## config.mk

```make
export PLATFORM = sky130hd
export DESIGN_NAME = rle_line_decoder_flat
export DESIGN_NICKNAME = d
export VERILOG_FILES = /design/src/rtl/rle_line_decoder_if.sv /design/src/rtl/rle_line_decoder.sv /design/src/flat_wrapper.sv
export SDC_FILE = /design/constraint.sdc
export NUM_CORES = 1
export LEC_CHECK = 0
export ABC_AREA = 1
export CAP_MARGIN = 15
export CELL_PAD_IN_SITES_DETAIL_PLACEMENT = 1
export CELL_PAD_IN_SITES_GLOBAL_PLACEMENT = 1
export CORE_ASPECT_RATIO = 1.25
export CORE_UTILIZATION = 46
export CTS_BUF_LIST = sky130_fd_sc_hd__clkbuf_4
export CTS_CLUSTER_DIAMETER = 60
export DETAILED_ROUTE_END_ITERATION = 8
export GPL_ROUTABILITY_DRIVEN = 1
export PLACE_DENSITY = 0.9
export SLEW_MARGIN = 20
export SYNTH_ARGS = -nofsm -noshare
export SYNTH_HDL_FRONTEND = slang
export SYNTH_SLANG_ARGS = --single-unit
export TNS_END_PERCENT = 20
```

## constraint.sdc

```tcl
create_clock -name CLK -period 3.9 [get_ports CLK]
set_input_delay 0.585 -clock CLK [delete_from_list [all_inputs] [get_ports CLK]]
set_output_delay 0.585 -clock CLK [all_outputs]
set_load 0.05 [all_outputs]
```

## src/rtl/rle_line_decoder_if.sv

```systemverilog
// Run-triple input channel and pixel output channel of the RLE line decoder.
// The master side supplies run triples and consumes pixels; the slave side is
// the decoder itself.
interface rle_line_decoder_if;
  logic [9:0] stream1;
  logic [9:0] stream2;
  logic [9:0] stream3;
  logic       in_valid;
  logic       in_ready;
  logic       pixel_out;
  logic       out_valid;
  logic       out_ready;
  logic       line_last;
  logic       len_err;

  modport master (
    output stream1, stream2, stream3, in_valid, out_ready,
    input  in_ready, pixel_out, out_valid, line_last, len_err
  );

  modport slave (
    input  stream1, stream2, stream3, in_valid, out_ready,
    output in_ready, pixel_out, out_valid, line_last, len_err
  );
endinterface

```

## src/rtl/rle_line_decoder.sv

```systemverilog
// RLE line decoder: accepts a (black, white, black) run triple and expands it
// into exactly IMAGE_W pixels. Runs are turned into absolute boundaries
// b1/b2/b3 at acceptance so each pixel is a pair of compares against the
// running index. Over-long triples truncate (flagged on the last pixel with
// len_err), short ones are padded with black.
module rle_line_decoder #(
  parameter logic [10:0] IMAGE_W = 11'd25
) (
  input  logic              CLK,
  input  logic              RESET_N,
  rle_line_decoder_if.slave bus
);

  typedef enum logic {
    IDLE = 1'b0,
    EMIT = 1'b1
  } state_t;

  state_t      state_reg;
  state_t      state_next;
  logic [11:0] b1_reg;
  logic [11:0] b2_reg;
  logic [11:0] b3_reg;
  logic [10:0] idx_reg;

  // Boundaries of the incoming triple; 12 bits so three 10-bit runs cannot wrap.
  logic [11:0] b1_in;
  logic [11:0] b2_in;
  logic [11:0] b3_in;
  logic [11:0] idx_ext;
  logic        at_last;
  logic        accept;
  logic        advance;

  assign b1_in   = {2'b00, bus.stream1};
  assign b2_in   = b1_in + {2'b00, bus.stream2};
  assign b3_in   = b2_in + {2'b00, bus.stream3};
  assign idx_ext = {1'b0, idx_reg};
  assign at_last = (idx_reg == (IMAGE_W - 11'd1));

  // State register; reset parks the decoder in IDLE and abandons any partial line.
  always_ff @(posedge CLK or negedge RESET_N) begin
    if (!RESET_N) begin
      state_reg <= IDLE;
    end else begin
      state_reg <= state_next;
    end
  end

  // Next-state and handshake/pixel outputs; everything downstream is gated by EMIT.
  always_comb begin
    state_next    = state_reg;
    accept        = 1'b0;
    advance       = 1'b0;
    bus.in_ready  = 1'b0;
    bus.out_valid = 1'b0;
    bus.pixel_out = 1'b0;
    bus.line_last = 1'b0;
    bus.len_err   = 1'b0;
    case (state_reg)
      IDLE: begin
        // Held low while reset is asserted even though the state already reads IDLE.
        bus.in_ready = RESET_N;
        if (RESET_N && bus.in_valid) begin
          accept     = 1'b1;
          state_next = EMIT;
        end
      end
      EMIT: begin
        bus.out_valid = 1'b1;
        bus.pixel_out = (idx_ext >= b1_reg) && (idx_ext < b2_reg);
        bus.line_last = at_last;
        bus.len_err   = at_last && (b3_reg > {1'b0, IMAGE_W});
        if (bus.out_ready) begin
          advance = 1'b1;
          if (at_last) begin
            state_next = IDLE;
          end
        end
      end
      default: begin
        state_next = IDLE;
      end
    endcase
  end

  // Boundary latches and pixel index; index only moves on an accepted pixel.
  always_ff @(posedge CLK or negedge RESET_N) begin
    if (!RESET_N) begin
      b1_reg  <= 12'd0;
      b2_reg  <= 12'd0;
      b3_reg  <= 12'd0;
      idx_reg <= 11'd0;
    end else if (accept) begin
      b1_reg  <= b1_in;
      b2_reg  <= b2_in;
      b3_reg  <= b3_in;
      idx_reg <= 11'd0;
    end else if (advance) begin
      idx_reg <= idx_reg + 11'd1;
    end
  end

endmodule

```

## src/flat_wrapper.sv

```systemverilog
// flat-port wrapper written by rule: the top's interface ports become plain ports
module rle_line_decoder_flat 
#(
  parameter logic [10:0] IMAGE_W = 11'd25
)
  (CLK, RESET_N, bus_stream1, bus_stream2, bus_stream3, bus_in_valid, bus_out_ready, bus_in_ready, bus_pixel_out, bus_out_valid, bus_line_last, bus_len_err);
  rle_line_decoder_if bus_i ();
  input  logic CLK;
  input  logic RESET_N;
  input wire logic [$bits(bus_i.stream1)-1:0] bus_stream1;
  input wire logic [$bits(bus_i.stream2)-1:0] bus_stream2;
  input wire logic [$bits(bus_i.stream3)-1:0] bus_stream3;
  input wire logic [$bits(bus_i.in_valid)-1:0] bus_in_valid;
  input wire logic [$bits(bus_i.out_ready)-1:0] bus_out_ready;
  output wire logic [$bits(bus_i.in_ready)-1:0] bus_in_ready;
  output wire logic [$bits(bus_i.pixel_out)-1:0] bus_pixel_out;
  output wire logic [$bits(bus_i.out_valid)-1:0] bus_out_valid;
  output wire logic [$bits(bus_i.line_last)-1:0] bus_line_last;
  output wire logic [$bits(bus_i.len_err)-1:0] bus_len_err;
  assign bus_i.stream1 = bus_stream1;
  assign bus_i.stream2 = bus_stream2;
  assign bus_i.stream3 = bus_stream3;
  assign bus_i.in_valid = bus_in_valid;
  assign bus_i.out_ready = bus_out_ready;
  assign bus_in_ready = bus_i.in_ready;
  assign bus_pixel_out = bus_i.pixel_out;
  assign bus_out_valid = bus_i.out_valid;
  assign bus_line_last = bus_i.line_last;
  assign bus_len_err = bus_i.len_err;
  rle_line_decoder #(.IMAGE_W(IMAGE_W)) u_core (.CLK(CLK), .RESET_N(RESET_N), .bus(bus_i));
endmodule
```

# [Yosys cells after proc, flatten, opt, wreduce, memory -nomap -nowiden]
# Cells that the tools add are included.
[word_totals] register_bits=46 wordCells=31
[op_classes] n_reduce_logical=4 bitwise_logic=1 add_sub_neg=3 n_lt_le_gt_ge=3 mux=14 eq_ne=1
[ops] op="11-bit two-way mux" count=2
[ops] op="12-bit by 10-bit adder with 12-bit output" count=1
[ops] op="12-bit by 5-bit > comparator with 1-bit output (second input constant)" count=1
[ops] op="11-bit by 12-bit less-than comparator with 1-bit output" count=1
[ops] op="10-bit by 10-bit adder with 11-bit output" count=1
[ops] op="11-bit by 1-bit adder with 11-bit output (second input constant)" count=1
[ops] op="11-bit by 5-bit == test with 1-bit output (second input constant)" count=1
[ops] op="11-bit by 10-bit greater-or-equal comparator with 1-bit output" count=1
[ops] op="1-bit two-way mux" count=11
[ops] op="1-bit logical AND" count=3
[ops] op="1-bit case mux with 2 select lines" count=1
[ops] op="2-bit nonzero test" count=1
[ops] op="1-bit inverter" count=1

# [Depth between registers and ports, before layout]
[depth] depth_word=4 depth_mapped=19

# [Least setup slack after synthesis]
# Ideal clock, no wire load.
[synth_timing] kind="input-to-reg" start="input port bus_stream2[0]" end="register u_core.b3_reg[10]" setup_ns=0.117 required_ns=3.783 n_path_buf=0 stages=19 arrival_time_ns=2.613 slack_ns=1.169 cell_sequence="ha_1 > inv_1 > fa_1 > inv_1 > nand3_1 > nand3_1 > nand2_1 > nand2_1 > nand2_1 > and2_1 > ha_1 > nand2_1 > inv_1 > a21oi_1 > nand2_1 > nor2_1 > nand2_1 > nand3_1 > nand2_1"
[synth_via] elab_chain_cells=2
[synth_rtl] item="start, declared" line="flat_wrapper.sv:11" text="input wire logic [$bits(bus_i.stream2)-1:0] bus_stream2;"
[synth_rtl] item="10-bit by 10-bit adder with 11-bit output" line="rle_line_decoder.sv:36" text="assign b2_in = b1_in + {2'b00, bus.stream2};"
[synth_rtl] item="net u_core.b2_in[8]" line="rle_line_decoder.sv:28" text="logic [11:0] b2_in;"
[synth_rtl] item="12-bit by 10-bit adder with 12-bit output" line="rle_line_decoder.sv:37" text="assign b3_in = b2_in + {2'b00, bus.stream3};"
[synth_rtl] item="end signal, assigned" line="rle_line_decoder.sv:97" text="b3_reg <= b3_in;"
[synth_rtl] item="end, declared" line="rle_line_decoder.sv:23" text="logic [11:0] b3_reg;"
# The timed path passes the listed nets, and every way through them passes these cells.
# A chain may end at the register's enable or synchronous reset.

# [Worst setup path in the final report]
[layout_timing] start="register u_core.idx_reg[4]" end="output port bus_len_err"
[layout_via] elab_chain_cells=3
[layout_rtl] item="start, declared" line="rle_line_decoder.sv:24" text="logic [10:0] idx_reg;"
[layout_rtl] item="start signal, assigned" line="rle_line_decoder.sv:100" text="idx_reg <= idx_reg + 11'd1;"
[layout_rtl] item="11-bit by 5-bit == test with 1-bit output" line="rle_line_decoder.sv:39" text="assign at_last = (idx_reg == (IMAGE_W - 11'd1));"
[layout_rtl] item="1-bit logical AND" line="rle_line_decoder.sv:73" text="bus.len_err = at_last && (b3_reg > {1'b0, IMAGE_W});"
[layout_rtl] item="1-bit two-way mux" line="rle_line_decoder.sv:60" text="case (state_reg)"
[layout_rtl] item="end, declared" line="flat_wrapper.sv:19" text="output wire logic [$bits(bus_i.len_err)-1:0] bus_len_err;"
# No other way between the ends.

==> results.cfg <==
[die]
coreArea_um2 = 7310
width_of_the_die_um = 79.6
num_rows = 35
dieArea_um2 = 7870
floorplan.die.height_um = 99.0
io_pins = 39
floorplan.initialDensity = 0.473

[cts]
holdBufCountCts = 0
clock-root-buffer = sky130_fd_sc_hd__clkbuf_4
h_tree_depth = 2
clk-insertion-delay-late_ps = 370
cts_buffers = 5
postCtsSetupBuffers = 0
clock_tree_from_tritoncts = built
cts_resized = 0
cts_max_path_buffers = 2
clkTransAtPathRegs_ps = 140
numClockSinks = 44

[critical_path]
reg2reg_slack_ps = 1600
arrival_ps = 2730
r2r_end = u_core.b2_reg[7]$_DFFE_PN0P_
slowest_stage_delay_on_critical_path_ps = 840
depth_of_the_most_critical_reg_to_reg_path = 5
worstPathRequired_ps = 3310
crit-reg2reg-launch = u_core.state_reg$_DFF_PN0_
critPathLaunchType = flop
critical_path.n_buffers_inverters = 2
crit_path_end = bus_len_err
crit_path_start = u_core.idx_reg[4]$_DFFE_PN0P_
crit_path_max_fanout = 5
critical_path.slowest_cell = sky130_fd_sc_hd__clkdlybuf4s50_1
timing.critical_path.to_type = output pin
timing.setup.critical_path_class = reg -> out
cell_type_group_with_the_largest_total_delay_on_the_critical_path = buffers and inverters
cp_num_cells = 5
crit_chain = inv_1 -> nor4_1 -> nand3_1 -> a31oi_1 -> clkdlybuf4s50_1

[placement]
place.detailed.hpwl_mm = 8.26
dp.cells = 609
gp_congestion = 0.906
post_dp_cell_area_um2 = 3920
port_buffers = 38
dpl_worst_slack_ps = 183

[yosys]
synth_largest_area_cell = sky130_fd_sc_hd__dfrtp_1
simple_gate_share_of_the_synthesized_area = 0.303
synthesis.nets = 564
yosys.area_share.adder = 0.167
mappedNetlistArea_um2 = 3460
yosysWarnings = 0
synth_edf_count = 0
post_synth_xor_area_fraction = 0.0228
synthFlopType = sky130_fd_sc_hd__dfrtp_1
largest_family_of_logic_cells_by_synthesized_area = simple AND/OR/NAND/NOR gates
postSynthCellCount = 485
postSynthRegisterBits = 44
synthMuxAreaShare = 0
synth_compound_gate_area_share = 0.0969
avgSynthCellArea_um2 = 7.13
yosysTopAreaCellShare = 0.318
yosysSeqAreaShare = 0.318
synth.lib_cells_used.distinct = 32
synthArstFlopShare = 1.00
ys_top_cells_by_area = sky130_fd_sc_hd__dfrtp_1, sky130_fd_sc_hd__ha_1, sky130_fd_sc_hd__nand2_1

[route]
route.detailed.drc = 0
overall_via_count_from_detail_route = 3371
routed_wl_mm = 10.0
postRouteAntennaNets = 0
post_drt_wl_per_cell_um = 16.3
drt-vias-per-instance = 5.46
first_iter_violations = 147
drtPass1Iterations = 6

[finish]
finalInstanceArea_um2 = 4000
antenna-diode-count = 0
final_net_count = 603
syn_to_final_growth_pct = 15.5
share_of_post_route_cells_with_drive_strength_above_1 = 0.0362
finalNonFillerCells = 617

[sta]
unrepaired_setup_endpoints_after_global_routing = no
hold_violations = 0
timing.setup.tns_ps = 0
slew_headroom = 0.520
final_max_slew_viol_count = 0
finalClockSkew_ps = 11.7
tightestPinTransition_ps = 720
finalWorstSetupSlack_ps = 584
clock.fmax_ghz = 0.302
timing.final.setup_violations = 0
min_period_ps = 3320
hold_slack_ps = 320
finalCritPeriodShare = 0.850

[power_and_ir_drop]
powerDensity_nw_per_um2 = 513
worst_ir_drop_vdd_uv = 256
p_leak_uw = 0.00211

[global_route]
grt_max_degree = 45
first_pass_grt_wire_length_mm = 16.9
antenna_found_initial = 0
grt_remaining_overflow = 0
gr-usage-all-layers = 0.277
grt_pass1_vias = 3633

[job]
drv.max_cap_violation_count = 0

[outcome]
status = complete, no violations

[worst_hold_path]
holdCritPathClass = in -> async
[cell type report]
cell class | count | area (µm²)
clock buffer | 5 | 37.5
inverter | 73 | 275
multi-input combinational | 361 | 2040
tap | 92 | 115
timing repair buffer | 39 | 383
clock inverter | 3 | 42.5
sequential | 44 | 1100
fill | 969 | 3320
[synth_stat cells, types with 2 or more instances]
master,count
sky130_fd_sc_hd__nand2_2,3
sky130_fd_sc_hd__o21ai_0,29
sky130_fd_sc_hd__fa_1,2
sky130_fd_sc_hd__and2_1,3
sky130_fd_sc_hd__buf_4,3
sky130_fd_sc_hd__nor2_1,34
sky130_fd_sc_hd__o21ai_1,4
sky130_fd_sc_hd__nor3_1,4
sky130_fd_sc_hd__xor2_1,2
sky130_fd_sc_hd__nand3b_1,2
sky130_fd_sc_hd__a31oi_1,2
sky130_fd_sc_hd__nor4_1,2
sky130_fd_sc_hd__nand2_1,143
sky130_fd_sc_hd__nand4_1,7
sky130_fd_sc_hd__inv_2,2
sky130_fd_sc_hd__ha_1,43
sky130_fd_sc_hd__nand3_1,39
sky130_fd_sc_hd__dfrtp_1,44
sky130_fd_sc_hd__a21oi_1,27
sky130_fd_sc_hd__buf_2,3
sky130_fd_sc_hd__inv_1,70
sky130_fd_sc_hd__xnor2_1,7
[power breakdown]
group	internal (µW)	switching (µW)	total, µW
Combinational	382	600	982
Clock	134	160	295
Sequential	632	140	773
[metrics by stage]
step / total power, µW / util
finish: 2050 / 0.546
global route: 2230 / 0.546
CTS: 2070 / 0.546
detailed placement: 1770 / 0.536
global placement: 1660 / 0.536
floorplan: 1420 / -
[placed cells by master, fill, tap and decap left out, types with 2 or more instances in the layout]
cell                              instances
sky130_fd_sc_hd__nand4_1                  7
sky130_fd_sc_hd__ha_1                    43
sky130_fd_sc_hd__inv_1                   70
sky130_fd_sc_hd__nand3b_1                 2
sky130_fd_sc_hd__nor2_1                  34
sky130_fd_sc_hd__nand3_1                 39
sky130_fd_sc_hd__a21oi_1                 27
sky130_fd_sc_hd__clkdlybuf4s50_1         37
sky130_fd_sc_hd__clkbuf_4                 5
sky130_fd_sc_hd__inv_2                    2
sky130_fd_sc_hd__dfrtp_1                 44
sky130_fd_sc_hd__xnor2_1                  7
sky130_fd_sc_hd__fa_1                     2
sky130_fd_sc_hd__nor3_1                   4
sky130_fd_sc_hd__nand2_1                143
sky130_fd_sc_hd__o21ai_1                  4
sky130_fd_sc_hd__and2_1                   3
sky130_fd_sc_hd__xor2_1                   2
sky130_fd_sc_hd__nor4_1                   2
sky130_fd_sc_hd__a31oi_1                  2
sky130_fd_sc_hd__nand2_2                  3
sky130_fd_sc_hd__o21ai_0                 29
[worst min path at each step]
stage	cells after the start	endpoint	startpoint	slack [ps]
after CTS	2	u_core.idx_reg[9]$_DFFE_PN0P_	RESET_N	360
after floorplan	0	u_core.b1_reg[0]$_DFFE_PN0P_	RESET_N	290
after global routing	2	u_core.idx_reg[9]$_DFFE_PN0P_	RESET_N	360
final	2	u_core.idx_reg[9]$_DFFE_PN0P_	RESET_N	320
after global placement	2	u_core.b3_reg[9]$_DFFE_PN0P_	u_core.b3_reg[9]$_DFFE_PN0P_	460
after detailed placement	2	u_core.b2_reg[6]$_DFFE_PN0P_	u_core.b2_reg[6]$_DFFE_PN0P_	480
[cell families after synthesis]
kind of cell	Yosys count
and+or+nand+nor	242
buffers and inverters	80
AOI/OAI and AO/OA	65
adders and majority gates	45
DFF	44
xor gates and xnor gates	9
[per-layer routing]
layer  part of all wire  track usage  vias to the layer above  routed length (µm)
met5                  0            0                        -                   0
met4              0.028        0.106                        0                 283
met3              0.020       0.0343                       29                 203
met2               0.55        0.519                       51                5500
met1               0.40        0.312                     1650                4040
li1                   -            -                     1641                   -
Power figures use the tool's default switching activity.
